File: src/rtl/pistorm_bus_pkg.sv
// Shared definitions for the 68000 bus responder: FSM encoding, RnW polarity, synchronizer depth.
package pistorm_bus_pkg;

    typedef enum logic [2:0] {
        ST_IDLE    = 3'd0,
        ST_IGNORE  = 3'd1,
        ST_WAIT_DS = 3'd2,
        ST_ACCESS  = 3'd3,
        ST_SETUP   = 3'd4,
        ST_ACK     = 3'd5,
        ST_BERR    = 3'd6,
        ST_RELEASE = 3'd7
    } bus_state_t;

    localparam logic BUS_READ    = 1'b1;
    localparam logic BUS_WRITE   = 1'b0;
    localparam int   SYNC_STAGES = 2;

endpackage

File: src/rtl/bus_input_sync.sv
// Purpose: N-bit multi-flop synchronizer for asynchronous bus strobes.
// Latency: STAGES sys_clk cycles.
// Backpressure: none, free-running sampler.
module bus_input_sync #(
    parameter int               WIDTH   = 1,
    parameter int               STAGES  = 2,
    parameter logic [WIDTH-1:0] RST_VAL = '0
) (
    input  logic             sys_clk,
    input  logic             sys_rst,
    input  logic [WIDTH-1:0] d,
    output logic [WIDTH-1:0] q
);

    (* async_reg = "true" *) logic [STAGES-1:0][WIDTH-1:0] sync_q;

    always_ff @(posedge sys_clk) begin
        if (sys_rst) begin
            sync_q <= {STAGES{RST_VAL}};
        end else begin
            sync_q <= {sync_q[STAGES-2:0], d};
        end
    end

    assign q = sync_q[STAGES-1];

endmodule

File: src/rtl/m68k_bus_target.sv
// Purpose: 68000 bus responder mapping a window onto a single-port backend, answering with nDTACK/nBERR.
// Latency: strobe sync (2) + decode + backend latency (+DATA_SETUP on reads) to nDTACK.
// Backpressure: mem_req held until mem_ack; nBERR after TIMEOUT cycles without ack.
module m68k_bus_target
    import pistorm_bus_pkg::*;
#(
    parameter logic [23:0] BASE_ADDR  = 24'hE90000,
    parameter int          WIN_BITS   = 16,
    parameter int          DATA_SETUP = 2,
    parameter int          TIMEOUT    = 1023
) (
    input  logic                sys_clk,
    input  logic                sys_rst,
    input  logic                nAS,
    input  logic                nUDS,
    input  logic                nLDS,
    input  logic                RnW,
    input  logic [23:1]         A_IN,
    input  logic [15:0]         D_IN,
    output logic [15:0]         D_OUT,
    output logic                D_OE,
    output logic                nDTACK_OE,
    output logic                nBERR_OE,
    output logic                mem_req,
    output logic                mem_we,
    output logic [WIN_BITS-2:0] mem_addr,
    output logic [1:0]          mem_be,
    output logic [15:0]         mem_wdata,
    input  logic                mem_ack,
    input  logic [15:0]         mem_rdata
);

    localparam int TMR_W = $clog2(TIMEOUT + 1);

    bus_state_t         state_q, state_d;
    logic [3:0]         strb_s;
    logic               nas_s, nuds_s, nlds_s, rnw_s;
    logic               win_hit;
    logic               rnw_q;
    logic [TMR_W-1:0]   tmr_q;
    logic [WIN_BITS-2:0] addr_q;
    logic [1:0]         be_q;
    logic [15:0]        wdata_q;
    logic [15:0]        rdata_q;

    // Strobes idle high after reset so a reset mid-cycle never fakes an AS fall.
    bus_input_sync #(
        .WIDTH   (4),
        .STAGES  (SYNC_STAGES),
        .RST_VAL (4'b1111)
    ) u_strb_sync (
        .sys_clk (sys_clk),
        .sys_rst (sys_rst),
        .d       ({nAS, nUDS, nLDS, RnW}),
        .q       (strb_s)
    );

    assign nas_s  = strb_s[3];
    assign nuds_s = strb_s[2];
    assign nlds_s = strb_s[1];
    assign rnw_s  = strb_s[0];

    assign win_hit = (A_IN[23:WIN_BITS] == BASE_ADDR[23:WIN_BITS]);

    always_ff @(posedge sys_clk) begin
        if (sys_rst) begin
            state_q <= ST_IDLE;
        end else begin
            state_q <= state_d;
        end
    end

    always_comb begin
        state_d   = state_q;
        mem_req   = 1'b0;
        D_OE      = 1'b0;
        nDTACK_OE = 1'b0;
        nBERR_OE  = 1'b0;
        case (state_q)
            ST_IDLE: begin
                // Level test: an AS fall seen during RELEASE is picked up here.
                if (!nas_s) state_d = win_hit ? ST_WAIT_DS : ST_IGNORE;
            end
            ST_IGNORE: begin
                if (nas_s) state_d = ST_IDLE;
            end
            ST_WAIT_DS: begin
                if (nas_s)                    state_d = ST_IDLE;
                else if (!nuds_s || !nlds_s)  state_d = ST_ACCESS;
            end
            ST_ACCESS: begin
                mem_req = 1'b1;
                if (mem_ack)                             state_d = (rnw_q == BUS_READ) ? ST_SETUP : ST_ACK;
                else if (tmr_q == TMR_W'(TIMEOUT - 1))   state_d = ST_BERR;
            end
            ST_SETUP: begin
                D_OE = 1'b1;
                if (tmr_q == TMR_W'(DATA_SETUP - 1)) state_d = ST_ACK;
            end
            ST_ACK: begin
                nDTACK_OE = 1'b1;
                D_OE      = (rnw_q == BUS_READ);
                if (nas_s) state_d = ST_RELEASE;
            end
            ST_BERR: begin
                nBERR_OE = 1'b1;
                if (nas_s) state_d = ST_RELEASE;
            end
            ST_RELEASE: begin
                state_d = ST_IDLE;
            end
            default: begin
                state_d = ST_IDLE;
            end
        endcase
    end

    // Timer restarts on every state change, so it serves both the ACCESS timeout and SETUP hold.
    always_ff @(posedge sys_clk) begin
        if (sys_rst) begin
            tmr_q   <= '0;
            addr_q  <= '0;
            rnw_q   <= BUS_READ;
            be_q    <= 2'b00;
            wdata_q <= 16'h0000;
            rdata_q <= 16'h0000;
        end else begin
            tmr_q <= (state_d != state_q) ? '0 : tmr_q + TMR_W'(1);
            if (state_q == ST_IDLE && !nas_s) begin
                addr_q <= A_IN[WIN_BITS-1:1];
                rnw_q  <= rnw_s;
            end
            if (state_q == ST_WAIT_DS && !nas_s && (!nuds_s || !nlds_s)) begin
                be_q    <= {~nuds_s, ~nlds_s};
                wdata_q <= D_IN;
            end
            if (state_q == ST_ACCESS && mem_ack && rnw_q == BUS_READ) begin
                rdata_q <= mem_rdata;
            end
        end
    end

    assign mem_we    = mem_req && (rnw_q == BUS_WRITE);
    assign mem_addr  = addr_q;
    assign mem_be    = be_q;
    assign mem_wdata = wdata_q;
    assign D_OUT     = rdata_q;

endmodule
File: config.mk
export PLATFORM = sky130hd
export DESIGN_NAME = m68k_bus_target
export DESIGN_NICKNAME = d
export VERILOG_FILES = /design/src/rtl/pistorm_bus_pkg.sv /design/src/rtl/bus_input_sync.sv /design/src/rtl/m68k_bus_target.sv
export SDC_FILE = /design/constraint.sdc
export NUM_CORES = 1
export LEC_CHECK = 0
export ABC_AREA = 1
export CORE_MARGIN = 4
export CORE_UTILIZATION = 45
export DETAILED_ROUTE_END_ITERATION = 6
export PLACE_DENSITY = 0.84
export SKIP_CTS_REPAIR_TIMING = 1
export SLEW_MARGIN = 20
export SYNTH_ARGS = -nofsm -noshare
export SYNTH_HDL_FRONTEND = slang
export SYNTH_SLANG_ARGS = --single-unit
File: constraint.sdc
create_clock -name sys_clk -period 2.2 [get_ports sys_clk]
set_input_delay 0.22 -clock sys_clk [delete_from_list [all_inputs] [get_ports sys_clk]]
set_output_delay 0.22 -clock sys_clk [all_outputs]
set_load 0.005 [all_outputs]
==> results of run 1 <==
per-stage QoR:
step,power [mW],cells,cell area [um^2]
after global routing,2.65,563,4190
after CTS,2.55,563,4190
after detailed placement,1.65,547,4010
final,2.53,563,4190
after global placement,1.64,547,4010
after floorplan,1.47,366,2790
synth_stat cells, types with 4 or more instances:
cell type  instances  area [um^2]
o21ai_0           33          165
xor2_1             4         35.0
dfxtp_1           71         1420
xnor2_1            4         35.0
nand3_1           28          140
clkbuf_1          10         37.5
nand2_1           56          210
or2_2              8         50.1
inv_1             18         67.6
a21oi_1           22          110
nor2_1            90          338
cell families (layout without fill, tap and decap cells):
family	after synthesis	after routing
flops	71	71
fa+ha+maj	3	3
buf+inv	33	155
xor+xnor	8	8
simple gates	196	196
compound gates	55	55
area by class of cell:
class,count,area [um^2],area share
clock buffer,11,141,0.0338
clock inverter,5,33.8,0.00807
inverter,19,71.3,0.0170
multi-input combinational,262,1240,0.295
sequential,71,1420,0.340
tap,75,93.8,0.0224
timing repair buffer,120,1190,0.284
critical path, delay by kind of cell (launching register included):
family / cells / cell delay [ns]
flops: 1 / 0.43
simple gates: 3 / 0.42
buf+inv: 2 / 0.64
power by group through the flow:
stage	clock, mW	sequential, mW	combinational [mW]
global route	0.995	1.35	0.302
global placement	0	1.37	0.267
finish	0.911	1.34	0.274
detailed placement	0	1.37	0.274
floorplan	0	1.37	0.101
CTS	0.934	1.34	0.276
state kept, by name, summed over array words and instances (netlist names):
name / flops
u_strb_sync.q: 4
rnw_q: 1
u_strb_sync.sync_q: 4
mem_wdata: 16
tmr_q: 10
state_q: 3
mem_addr: 15
mem_be: 2
D_OUT: 16
layer usage:
| layer | vias to the layer above | routed length (um) |
|---|---|---|
| li1 | 1402 | - |
| met1 | 1231 | 3160 |
| met2 | 80 | 3590 |
| met3 | 13 | 460 |
| met4 | 0 | 153 |
| met5 | - | 0 |
path summary, 6_finish.rpt:
path                            slack [ns]                to             startpoint
worst max-delay path                  0.16            mem_we             state_q[1]
worst min-delay path                  0.42  u_strb_sync.q[2]  u_strb_sync.sync_q[2]
worst max register to register        0.39      mem_addr[13]             state_q[0]
worst min register to register        0.42  u_strb_sync.q[2]  u_strb_sync.sync_q[2]
==> metrics.md, run 1 <==
| Metric | Value |
|---|---|
| Status | `completed` |
| Final setup margin | `0.161 ns` |
| Switching power summed over all nets | `between 0.6 and 0.7 mW` |
| Library cells used by synthesis | `24` |
| Die height | `86.7 um` |
| First-pass GRT wire length | `between 10,000 and 15,000 um` |
| Inserted Clock Buffers | `9` |
| Synth Instances | `about 370` |
| Crit Path Max Fanout | `5` |
| Mux cell area share after synthesis | `0` |
| RSZ-0062 raised after global routing | `false` |
| Clk pwr share | `0.360` |
| HP Class | `reg2reg` |
| Synth warnings | `0` |
| Final TNS setup | `0 ns` |
| Full die area | `about 7500 um^2` |
| Main synth FF type | `dfxtp_1` |
| Dpl ws | `around 0.43 ns` |
| Initial Util | `0.468` |
| Fill cell count | `roughly 510` |
| Placed wire-length estimate | `5420 um` |
| ANT nets after route | `0` |
| CTS H-tree lvls | `3` |
| Wirelength per Cell | `about 13 um` |
| Vias per inst | `4.84` |
| Final Util | `0.703` |
| Clock skew | `0.0107 ns` |
| Hold_ws | `approximately 0.42 ns` |
| Core area | `between 5000 and 6000 um^2` |
| Max-slew headroom | `0.676` |
| Avg Inst Size Synth | `roughly 7.6 um^2` |
| # DRC | `0` |
| Row Count | `28` |
| Sequential fraction of the synthesis area | `0.510` |
| Horiz. Die Dim | `between 80 and 90 um` |
| Data arrival, critical path | `roughly 1.8 ns` |
| WP data required | `a little under 2 ns` |
| Simple-Gate Fraction of Synth Area | `0.306` |
| Crit-path max cell delay | `approximately 0.52 ns` |
| Vias | `~2.7k` |
| Later-pin clock latency in the skew report | `~0.34 ns` |
| Synthesized area | `2790 um^2` |
| Maximum clock rate | `around 490 MHz` |
| Internal power | `roughly 1.9 mW` |
| Largest net degree at the start of global routing | `34` |
| Most common cell after layout, fill and taps aside | `clkdlybuf4s50_1` |
| Setup crit start kind | `register` |
| # IOs | `about 120` |
| Tightest Pin Transition | `about 0.48 ns` |
| Global-route met3 utilization | `0.0542` |
| GRT Resource Usage Total | `0.207` |
| Clock buffer depth | `2` |
| Grt ovf | `0` |
| Met1 Track Usage GR | `0.256` |
| Clk sinks | `71` |
| Fin crit share | `0.927` |
| Synth Register Bits | `slightly above 70` |
| Combinational power share | `0.108` |
| Crit-path cells | `nand2_1 > nor2_4 > inv_1 > nor2_1 > clkdlybuf4s50_1` |
| CTS tree | `built` |
| Commonest non-fill, non-tap cells in the layout | `clkdlybuf4s50_1 (115), nor2_1 (90), dfxtp_1 (70)` |
| Met2 usage | `0.337` |
| Switching power share of the total | `0.240` |
| Vias in the first global route | `2,692` |
| Final Critical Period | `roughly 2 ns` |
| Synth-to-layout area growth | `50.2%` |
| Critical Path Sink Type | `output pin` |
| Initial antenna violation count | `0` |
| DRT iter0 DRCs | `approximately 170` |
| Final Setup Violations | `0` |
| WL final | `7370 um` |
| R2R cell count | `8` |
| Post-Synth Adder-Cell Area | `0.0135` |
| Ant diodes | `0` |
| EDFF count, synth | `0` |
| Share of power burned in registers | `0.531` |
| Final Hold Viols | `0` |
| Port-buffer cells | `roughly 120` |
| RD Place Congestion | `0.774` |
| Nets@finish | `~550` |
| Maximum VDD drop | `~0.00046 V` |
| Syn Nets | `431` |
| CTS root buf | `clkbuf_8` |
| Static leakage | `1.65 nW` |
| Largest family of logic cells by synthesized area | `simple AND/OR/NAND/NOR gates` |
| Ys async rst share | `0` |
| XOR/XNOR Fraction of Synth Area | `0.0251` |
| Max Slew Vio Count | `0` |
| Drt first pass iters | `5` |
| Grt peak-use layer | `met2` |
| Layout cells sized above 1 | `0.0820` |
| Clock transition at the registers of the reported paths | `roughly 0.080 ns` |
| CP max stage cell | `clkdlybuf4s50_1` |
| Post-synthesis compound-gate area fraction | `0.0987` |
| Hold Path Cell Cnt | `1` |
| Setup CP Type | `reg2out` |
| Pwr Density | `a little over 600 nW/um^2` |
| MaxCap Viol Count | `0` |
No activity file was read; power rests on OpenSTA's default activity.
==> run 2: changes to the inputs <==
--- a/config.mk
+++ b/config.mk
@@ -10,5 +10,5 @@
 export CORE_UTILIZATION = 45
 export DETAILED_ROUTE_END_ITERATION = 6
-export PLACE_DENSITY = 0.84
+export DONT_BUFFER_PORTS = 1
 export SKIP_CTS_REPAIR_TIMING = 1
 export SLEW_MARGIN = 20
==> constraint.sdc (replaced) <==
create_clock -name sys_clk -period 2.2 [get_ports sys_clk]
set_input_delay 0.22 -clock sys_clk [delete_from_list [all_inputs] [get_ports sys_clk]]
set_output_delay 0.22 -clock sys_clk [all_outputs]
set_load 0.02 [all_outputs]
==> run 2 against run 1 <==
Compared with the run above:
- count of clock-buffer cells in the layout unchanged
- die area unchanged
- fmax increased by 11%
- largest power group unchanged
- sequential cell count unchanged
==> metrics.md, run 2 (synthesis gave the netlist of run 1 again) <==
| Metric | Value |
|---|---|
| Crit-path max cell delay | `0.50 ns (-0.02 ns)` |
| Layout cells sized above 1 | `0.113 (+0.0309)` |
| Non-Filler Instances | `456 (-19%)` |
| Most used cell, CP | `buf_4` |
| Status | `completed` |
| Setup crit start kind | `register` |
| Tot Pwr | `2.55 mW (+0.86%)` |
| Clock skew | `0.00620 ns (-0.00454 ns)` |
| Port-buffer cells | `0 (-100%)` |
| HP Class | `in2reg` |
| Crit-path cells | `inv_1 > nor2_1 > buf_4 > nand2_1 > o21ai_0 > buf_4` |
| Core area | `5960 um^2 (unchanged)` |
| Vias per inst | `5.05 (+4.2%)` |
| ANT nets after route | `0 (unchanged)` |
| Nets@finish | `441 (-20%)` |
| Initial antenna violation count | `0 (unchanged)` |
| Row Count | `28 (unchanged)` |
| Die height | `86.7 um (unchanged)` |
| Crit Path Max Fanout | `6 (+1)` |
| Synth-to-layout area growth | `12.6%` |
| Static leakage | `1.28 nW (-22%)` |
| First-pass GRT wire length | `10,100 um (-19%)` |
| Full die area | `7520 um^2 (unchanged)` |
| Drt first pass iters | `4 (-1)` |
| Cell count after placement | `435 (-20%)` |
| Ant diodes | `0 (unchanged)` |
| Final Setup Violations | `0 (unchanged)` |
| Crit path buffers/inverters | `3 (+1)` |
| Inserted Clock Buffers | `9 (unchanged)` |
| Initial Util | `0.468 (unchanged)` |
| Final Critical Period | `1.84 ns (-0.197 ns)` |
| MaxCap Viol Count | `0 (unchanged)` |
| Max Slew Vio Count | `0 (unchanged)` |
| Final Hold Viols | `0 (unchanged)` |
| Combinational power share | `0.051 (-0.057)` |
| Commonest non-fill, non-tap cells in the layout | `nor2_1 (90), dfxtp_1 (71), nand2_1 (56)` |
| Maximum VDD drop | `0.000380 V (-18%)` |
| CTS root buf | `clkbuf_8` |
| Clock transition at the registers of the reported paths | `0.07 ns (about the same)` |
| GRT Resource Usage Total | `0.169 (-0.0384)` |
| Wirelength per Cell | `13.5 um (+3.1%)` |
| Switching power summed over all nets | `0.600 mW (-1.3%)` |
| RD Place Congestion | `0.838 (+8.3%)` |
| Grt ovf | `0 (unchanged)` |
| Tightest Pin Transition | `0.942 ns (+0.458 ns)` |
| Later-pin clock latency in the skew report | `0.33 ns (about the same)` |
| Share of power burned in registers | `0.536 (+0.005)` |
| Fin crit share | `0.837 (-0.0896)` |
| Clk pwr share | `0.413 (+0.053)` |
| Horiz. Die Dim | `86.7 um (unchanged)` |
| RSZ-0062 raised after global routing | `false` |
| WL final | `6160 um (-16%)` |
| Setup CP Type | `reg2out` |
| Switching power share of the total | `0.235 (-0.00516)` |
| Internal power | `1.95 mW (+1.5%)` |
| # DRC | `0 (unchanged)` |
| Most common cell after layout, fill and taps aside | `nor2_1` |
| Design Area, Final | `3140 um^2 (-25%)` |
| Maximum clock rate | `543 MHz (+11%)` |
| CTS tree | `built` |
| Clock buffer depth | `2 (unchanged)` |
| Vias in the first global route | `2,246 (-17%)` |
| # IOs | `116 (unchanged)` |
| CP max stage cell | `dfxtp_1` |
| Max-slew headroom | `0.370 (-0.307)` |
| Data arrival, critical path | `1.62 ns (-0.20 ns)` |
| Clk sinks | `71 (unchanged)` |
| Vias | `2,301 (-16%)` |
| Critical path's top delay family | `buffers and inverters` |
| Final TNS setup | `0 ns (unchanged)` |
| CTS H-tree lvls | `3 (unchanged)` |
| Placed wire-length estimate | `4270 um (-21%)` |
| DRT iter0 DRCs | `97 (-44%)` |
| Pwr Density | `812 nW/um^2 (+34%)` |
| Largest net degree at the start of global routing | `34 (unchanged)` |
| Placed instance area | `2880 um^2 (-28%)` |
| WP data required | `1.98 ns (about the same)` |
| Critical Path Sink Type | `output pin` |
run 2: routing by layer:
| metal | vias up | wire (um) | track usage |
|---|---|---|---|
| met5 | - | 0 | 0 |
| met4 | 0 | 112 | 0.0864 |
| met3 | 12 | 579 | 0.0599 |
| met2 | 84 | 2770 | 0.260 |
| met1 | 1016 | 2690 | 0.207 |
| li1 | 1189 | - | - |
run 2: power groups by stage:
stage,Clock (mW),Combinational (mW),Sequential (mW)
floorplan,0,0.101,1.39
global placement,0,0.114,1.40
detailed placement,0,0.117,1.40
CTS,1.09,0.117,1.37
global route,1.15,0.149,1.37
finish,1.05,0.129,1.37
run 2: layout make-up:
type	instances	area (um^2)
clock inverter	5	56.3
sequential	71	1420
tap	75	93.8
multi-input combinational	262	1240
timing repair buffer	13	110
clock buffer	11	151
fill	615	2820
inverter	19	71.3
run 2: worst paths after layout:
| check | start | endpoint | slack (ns) | depth (start not counted) |
|---|---|---|---|---|
| worst min-delay path | mem_rdata[5] | D_OUT[5] | 0.02 | 2 |
| worst max-delay path | state_q[2] | D_OE | 0.36 | 6 |
| worst min register to register | u_strb_sync.sync_q[0] | u_strb_sync.q[0] | 0.41 | 1 |
| worst max register to register | state_q[0] | tmr_q[8] | 0.52 | 9 |
run 2: stage by stage:
| stage | worst slack [ns] | hold slack [ns] | utilization |
|---|---|---|---|
| floorplan | 0.717 | 0.324 | - |
| global placement | 0.585 | 0.298 | 0.484 |
| detailed placement | 0.529 | 0.299 | 0.484 |
| CTS | 0.324 | -0.0746 | 0.519 |
| global route | 0.132 | 0.00376 | 0.527 |
| finish | 0.358 | 0.0190 | 0.527 |
==> run 3: changes to the inputs <==
clock period = 1.9 ns   (was 2.2 ns; I/O delays follow)
==> run 3 against run 2 <==
Compared with the run above:
- the run now ends with negative hold slack left
- sequential share of layout area fell by 2.2 points
- routed wire length rose by 5.5%
- combinational power rose by 43%
- clock power rose by 5%
- die area did not move
- total power rose by 12%
- first-iteration DRC count rose by 5.2%
- register-to-register slack got worse by 0.23 ns
- global-route usage barely moved
- critical path type unchanged
==> metrics.md, run 3 (synthesis gave the netlist of run 1 again) <==
| Metric | Value |
|---|---|
| Status | `finished, violations left` |
| Failing checks | `negative hold slack` |
| Vias | `2,364 (+2.7%)` |
| Vias per inst | `4.98 (-1.4%)` |
| Initial antenna violation count | `0 (unchanged)` |
| Clock buffer depth | `2 (unchanged)` |
| Row Count | `28 (unchanged)` |
| Fin crit share | `0.908` |
| RD Place Congestion | `0.809 (-3.5%)` |
| Maximum clock rate | `between 500 and 600 MHz` |
| Vias in the first global route | `2,128 (-5.3%)` |
| Static leakage | `1.35 nW (+5.1%)` |
| Setup CP Type | `reg2out` |
| Max Slew Vio Count | `0 (unchanged)` |
| Initial Util | `0.468 (unchanged)` |
| Final setup margin | `0.174 ns (-0.183 ns)` |
| Commonest non-fill, non-tap cells in the layout | `nor2_1 (90), dfxtp_1 (71), nand2_1 (56)` |
| Area of the multi-input gates | `1240 um^2 (+0.61%)` |
| Largest net degree at the start of global routing | `34 (unchanged)` |
| DRT iter0 DRCs | `102 (+5.2%)` |
| Full die area | `7520 um^2 (unchanged)` |
| Die height | `86.7 um (unchanged)` |
| Switching power summed over all nets | `0.713 mW (+19%)` |
| # DRC | `0 (unchanged)` |
| Core area | `5960 um^2 (unchanged)` |
| GRT Resource Usage Total | `0.168 (-0.000364)` |
| Crit-path max cell delay | `0.52 ns (+0.02 ns)` |
| CTS tree | `built` |
| CP max stage cell | `dfxtp_1` |
| Final TNS setup | `0 ns (unchanged)` |
| Setup crit start kind | `register` |
| Inserted Clock Buffers | `9 (unchanged)` |
| RSZ-0062 raised after global routing | `false` |
| Combinational power share | `0.065 (+0.014)` |
| Dpl ws | `0.286 ns (-0.243 ns)` |
| Maximum VDD drop | `0.000537 V (+41%)` |
| Port-buffer cells | `0 (unchanged)` |
| Critical Path Sink Type | `output pin` |
| Clk sinks | `71 (unchanged)` |
| Wirelength per Cell | `13.7 um (+1.3%)` |
| Data arrival, critical path | `1.54 ns (-0.08 ns)` |
| Share of power burned in registers | `0.553 (+0.017)` |
| WL final | `6500 um (+5.5%)` |
| Tightest Pin Transition | `0.932 ns (-0.0104 ns)` |
| CTS root buf | `clkbuf_8` |
| # IOs | `116 (unchanged)` |
| First-pass GRT wire length | `9940 um (-1.2%)` |
| Grt ovf | `0 (unchanged)` |
| Fill cell count | `590 (-4.1%)` |
| Synth-to-layout area growth | `18.5%` |
| Final Util | `0.555 (+0.0275)` |
| WP data required | `1.71 ns (-0.27 ns)` |
| Seq. cell area | `1420 um^2 (unchanged)` |
| CTS H-tree lvls | `3 (unchanged)` |
| Switching power share of the total | `0.249 (+0.0137)` |
| Hold_ws | `-0.0140 ns (-0.0331 ns)` |
| Final Hold Viols | `10 (+10)` |
| Tot Pwr | `2.86 mW (+12%)` |
| Final Setup Violations | `0 (unchanged)` |
| MaxCap Viol Count | `0 (unchanged)` |
| Nets@finish | `460 (+4.3%)` |
| Ant diodes | `0 (unchanged)` |
| Final Critical Period | `~1.7 ns` |
| ANT nets after route | `0 (unchanged)` |
| Crit Path Max Fanout | `6 (unchanged)` |
| Layout cells sized above 1 | `0.105 (-0.00786)` |
| Design Area, Final | `3300 um^2 (+5.2%)` |
| Non-Filler Instances | `475 (+4.2%)` |
| Most common cell after layout, fill and taps aside | `nor2_1` |
| Placed instance area | `2890 um^2 (+0.26%)` |
| Crit-path cells | `inv_1 > nor2_1 > nand2_1 > o21ai_0 > buf_4` |
| Cell count after placement | `436 (+0.23%)` |
| Clock skew | `0.00608 ns (-0.000121 ns)` |
| Later-pin clock latency in the skew report | `0.34 ns (about the same)` |
| Drt first pass iters | `4 (unchanged)` |
| Pwr Density | `866 nW/um^2 (+6.7%)` |
| Horiz. Die Dim | `86.7 um (unchanged)` |
| Max-slew headroom | `0.377 (+0.00697)` |
| HP Class | `in2reg` |
| Clk pwr share | `0.383 (-0.030)` |
| Placed wire-length estimate | `4250 um (-0.47%)` |
| Internal power | `2.15 mW (+10%)` |
| Clock transition at the registers of the reported paths | `0.07 ns (about the same)` |
## run 3: power groups by stage
| stage | Clock (mW) | Combinational, mW | Sequential, mW |
|---|---|---|---|
| detailed placement | 0 | 0.136 | 1.62 |
| global route | 1.17 | 0.211 | 1.59 |
| finish | 1.10 | 0.185 | 1.58 |
| global placement | 0 | 0.133 | 1.62 |
| floorplan | 0 | 0.117 | 1.61 |
| CTS | 1.12 | 0.137 | 1.58 |
## run 3: final cells by class
type / instances / share of cell area
Clock buffer: 13 / 0.0481
Clock inverter: 3 / 0.00530
Inverter: 19 / 0.0216
Multi-Input combinational cell: 262 / 0.376
Sequential cell: 71 / 0.430
Tap cell: 75 / 0.0284
Timing Repair Buffer: 32 / 0.0901
## run 3: worst paths after layout
kind | startpoint | end | slack (ns) | depth (start not counted)
setup / recovery | state_q[2] | D_OE | 0.17 | 5
hold / removal | A_IN[7] | mem_addr[6] | -0.01 | 2
setup reg to reg | state_q[0] | tmr_q[5] | 0.29 | 9
hold reg to reg | u_strb_sync.sync_q[2] | u_strb_sync.q[2] | 0.41 | 1
## run 3: worst max-delay path: cells and delay by family, from the launching register on
family | cells | cell delay [ns]
AOI/OAI and AO/OA | 1 | 0.08
buffers and inverters | 2 | 0.35
and+or+nand+nor | 2 | 0.24
DFF | 1 | 0.52
## run 3: per-layer routing
layer	track usage	up-vias	wire (um)
met5	0	-	0
li1	-	1225	-
met4	0.0864	0	125
met1	0.215	1039	2850
met2	0.248	89	2890
met3	0.0618	11	635
==> RTL change: new RTL, settings of run 1 <==
Make the reset (`sys_rst`) asynchronous in 3 clocked blocks.
--- a/src/rtl/bus_input_sync.sv
+++ b/src/rtl/bus_input_sync.sv
@@ -16,3 +16,3 @@
 
-    always_ff @(posedge sys_clk) begin
+    always_ff @(posedge sys_clk or posedge sys_rst) begin
         if (sys_rst) begin
--- a/src/rtl/m68k_bus_target.sv
+++ b/src/rtl/m68k_bus_target.sv
@@ -64,3 +64,3 @@
 
-    always_ff @(posedge sys_clk) begin
+    always_ff @(posedge sys_clk or posedge sys_rst) begin
         if (sys_rst) begin
@@ -118,3 +118,3 @@
     // Timer restarts on every state change, so it serves both the ACCESS timeout and SETUP hold.
-    always_ff @(posedge sys_clk) begin
+    always_ff @(posedge sys_clk or posedge sys_rst) begin
         if (sys_rst) begin
Formal check against the unedited RTL: differs if sys_rst is asserted again (counterexample within 4 cycles, from zero or initial values and one cycle with sys_rst high); with sys_rst held inactive, the same outputs for 10 cycles.
==> RTL change against run 1 <==
Register-to-register slack improved by 0.13 ns; clock skew fell by 0.0055 ns; sequential cell count is the same; synthesized cell count shrank 14%; design area grew 6.2%; setup slack better by 0.061 ns; count of clock-buffer cells in the layout unchanged; critical path depth stayed put; routed wire length is 5.1% lower; synthesized area rose by 6.7%; critical path type unchanged.
Power is not compared: it rests on default switching activity, and its combinational part moved more than twofold at a synthesized area within 25%.
==> RTL change: results (changes against run 1) <==
stage	metric	value	unit	change
outcome	status	finished clean		
cts	Worst-Skew Late Latency	0.34	ns	about the same
critical_path	worst-path maximum fanout	8		+3
cells_and_area	Final nets	502		-8.4%
critical_path	reg-to-reg endpoint	tmr_q[4]$_DFF_PP0_		
placed_design	DPL Wire Length	5250	µm	-3.1%
critical_path	CP max-delay cell	clkdlybuf4s50_1		
logic_synthesis	Area contributors post-synth	dfrtp_1, nand2_1, dfstp_2		
route	WL per Instance	13.5	µm	+3.0%
worst_hold_path	Hold Crit Class	in2async		
pwr	Max rail drop VDD	0.816	mV	
pwr	LEAKAGE	2.11	nW	
logic_synthesis	Primary FF master, synth	dfrtp_1		
cts	Num CTS Buffers	9		unchanged
logic_synthesis	Commonest cells post-synth	nand2_1, dfrtp_1, nor2_1		
critical_path	worst r2r path cells	12		+4
cells_and_area	ant diodes	0		unchanged
critical_path	reg2reg setup slack	0.52	ns	+0.13 ns
pwr	Power Combinational	0.00220	W	
global_routing	initial antenna violation count	0		unchanged
placed_design	Port Buffers	115		unchanged
logic_synthesis	post-synthesis async set-or-reset flop share	100	%	+100 points
timing	clk_skew	0.00522	ns	-0.00553 ns
critical_path	CP top delay family	buffers and inverters		
global_routing	first-pass GRT wire length	11100	µm	-10%
cts	Reg clk slew, reported paths	0.07	ns	
critical_path	CP peak stage delay	0.53	ns	
cells_and_area	layout cell share with drive strength beyond 1	11.8	%	+3.6 points
logic_synthesis	synthesized net count	379		-12%
critical_path	worst reg2reg startpoint	tmr_q[0]$_DFF_PP0_		
global_routing	number of global-route vias before repair	2458		-8.7%
timing	Tightest Pin Transition	0.484	ns	-0.00121 ns
global_routing	pin count of the biggest net entering global routing	39		+15%
cells_and_area	most common cell after layout, fill and taps aside	nand2_1		
cts	root buf cell	clkbuf_8		
logic_synthesis	sequential area share after synthesis	60.1	%	+9.1 points
placed_design	placer congestion estimate	0.835		+7.9%
pwr	sequential share of power	39.0	%	
route	initial DRC count	73		-58%
route	DR vias/cell	4.77		-1.4%
pwr	Pint	0.00377	W	
global_routing	Total Routing Usage GR	18.3	%	-2.4 points
critical_path	Critical Path AT	1.76	ns	-0.06 ns
route	Pre-Repair DR Iteration Count	4		-1
cts	CTS H-Tree Depth	3		unchanged
logic_synthesis	Netlist cell types	24		unchanged
cts	clock buffer depth	2		unchanged
logic_synthesis	number of synthesized flops with an enable pin	0		unchanged
[RTL change: stage by stage]
| stage | hold slack, ns | setup WS, ns | std cells | power, W | area, µm² |
|---|---|---|---|---|---|
| after detailed placement | 0.348 | 0.517 | 503 | 0.00439 | 4220 |
| after CTS | 0.233 | 0.190 | 519 | 0.00556 | 4450 |
| after global placement | 0.347 | 0.579 | 503 | 0.00431 | 4220 |
| after floorplan | 0.224 | 0.198 | 314 | 0.00308 | 2980 |
| final | 0.250 | 0.222 | 519 | 0.00549 | 4450 |
| after global routing | 0.260 | 0.103 | 519 | 0.00589 | 4450 |
[RTL change: area by class of cell]
class,instances,area (µm²)
Timing Repair Buffer,119,1190
Inverter,24,90.1
Clock inverter,5,81.3
Tap cell,77,96.3
Fill cell,493,1940
Multi-Input combinational cell,212,1050
Clock buffer,11,141
Sequential cell,71,1790
[RTL change: kinds of logic after synthesis]
logic type | count (synthesis) | share of synthesized area (%)
AO/OA/AOI/OAI | 6 | 1.01
buffers and inverters | 31 | 4.50
multiplexers | 16 | 6.05
adder cells (fa/ha/maj) | 3 | 1.26
XOR/XNOR | 8 | 2.35
flip-flops | 71 | 60.1
AND/OR/NAND/NOR | 179 | 24.8
[RTL change: how the worst max path moves through the flow]
stage	to	startpoint
after detailed placement	tmr_q[9]$_DFF_PP0_	tmr_q[0]$_DFF_PP0_
after global routing	D_OE	state_q[0]$_DFF_PP0_
after CTS	D_OE	state_q[0]$_DFF_PP0_
after global placement	D_OUT[5]$_DFFE_PP0P_	mem_ack
final	D_OE	state_q[0]$_DFF_PP0_
after floorplan	D_OUT[0]$_DFFE_PP0P_	sys_rst
[RTL change: per-layer routing]
layer	GRT usage, %	share of wire, %	wire length (µm)
met3	4.42	6.8	478
met4	8.39	1.6	112
met1	23.0	41	2850
met5	0	0	0
met2	29.9	51	3560
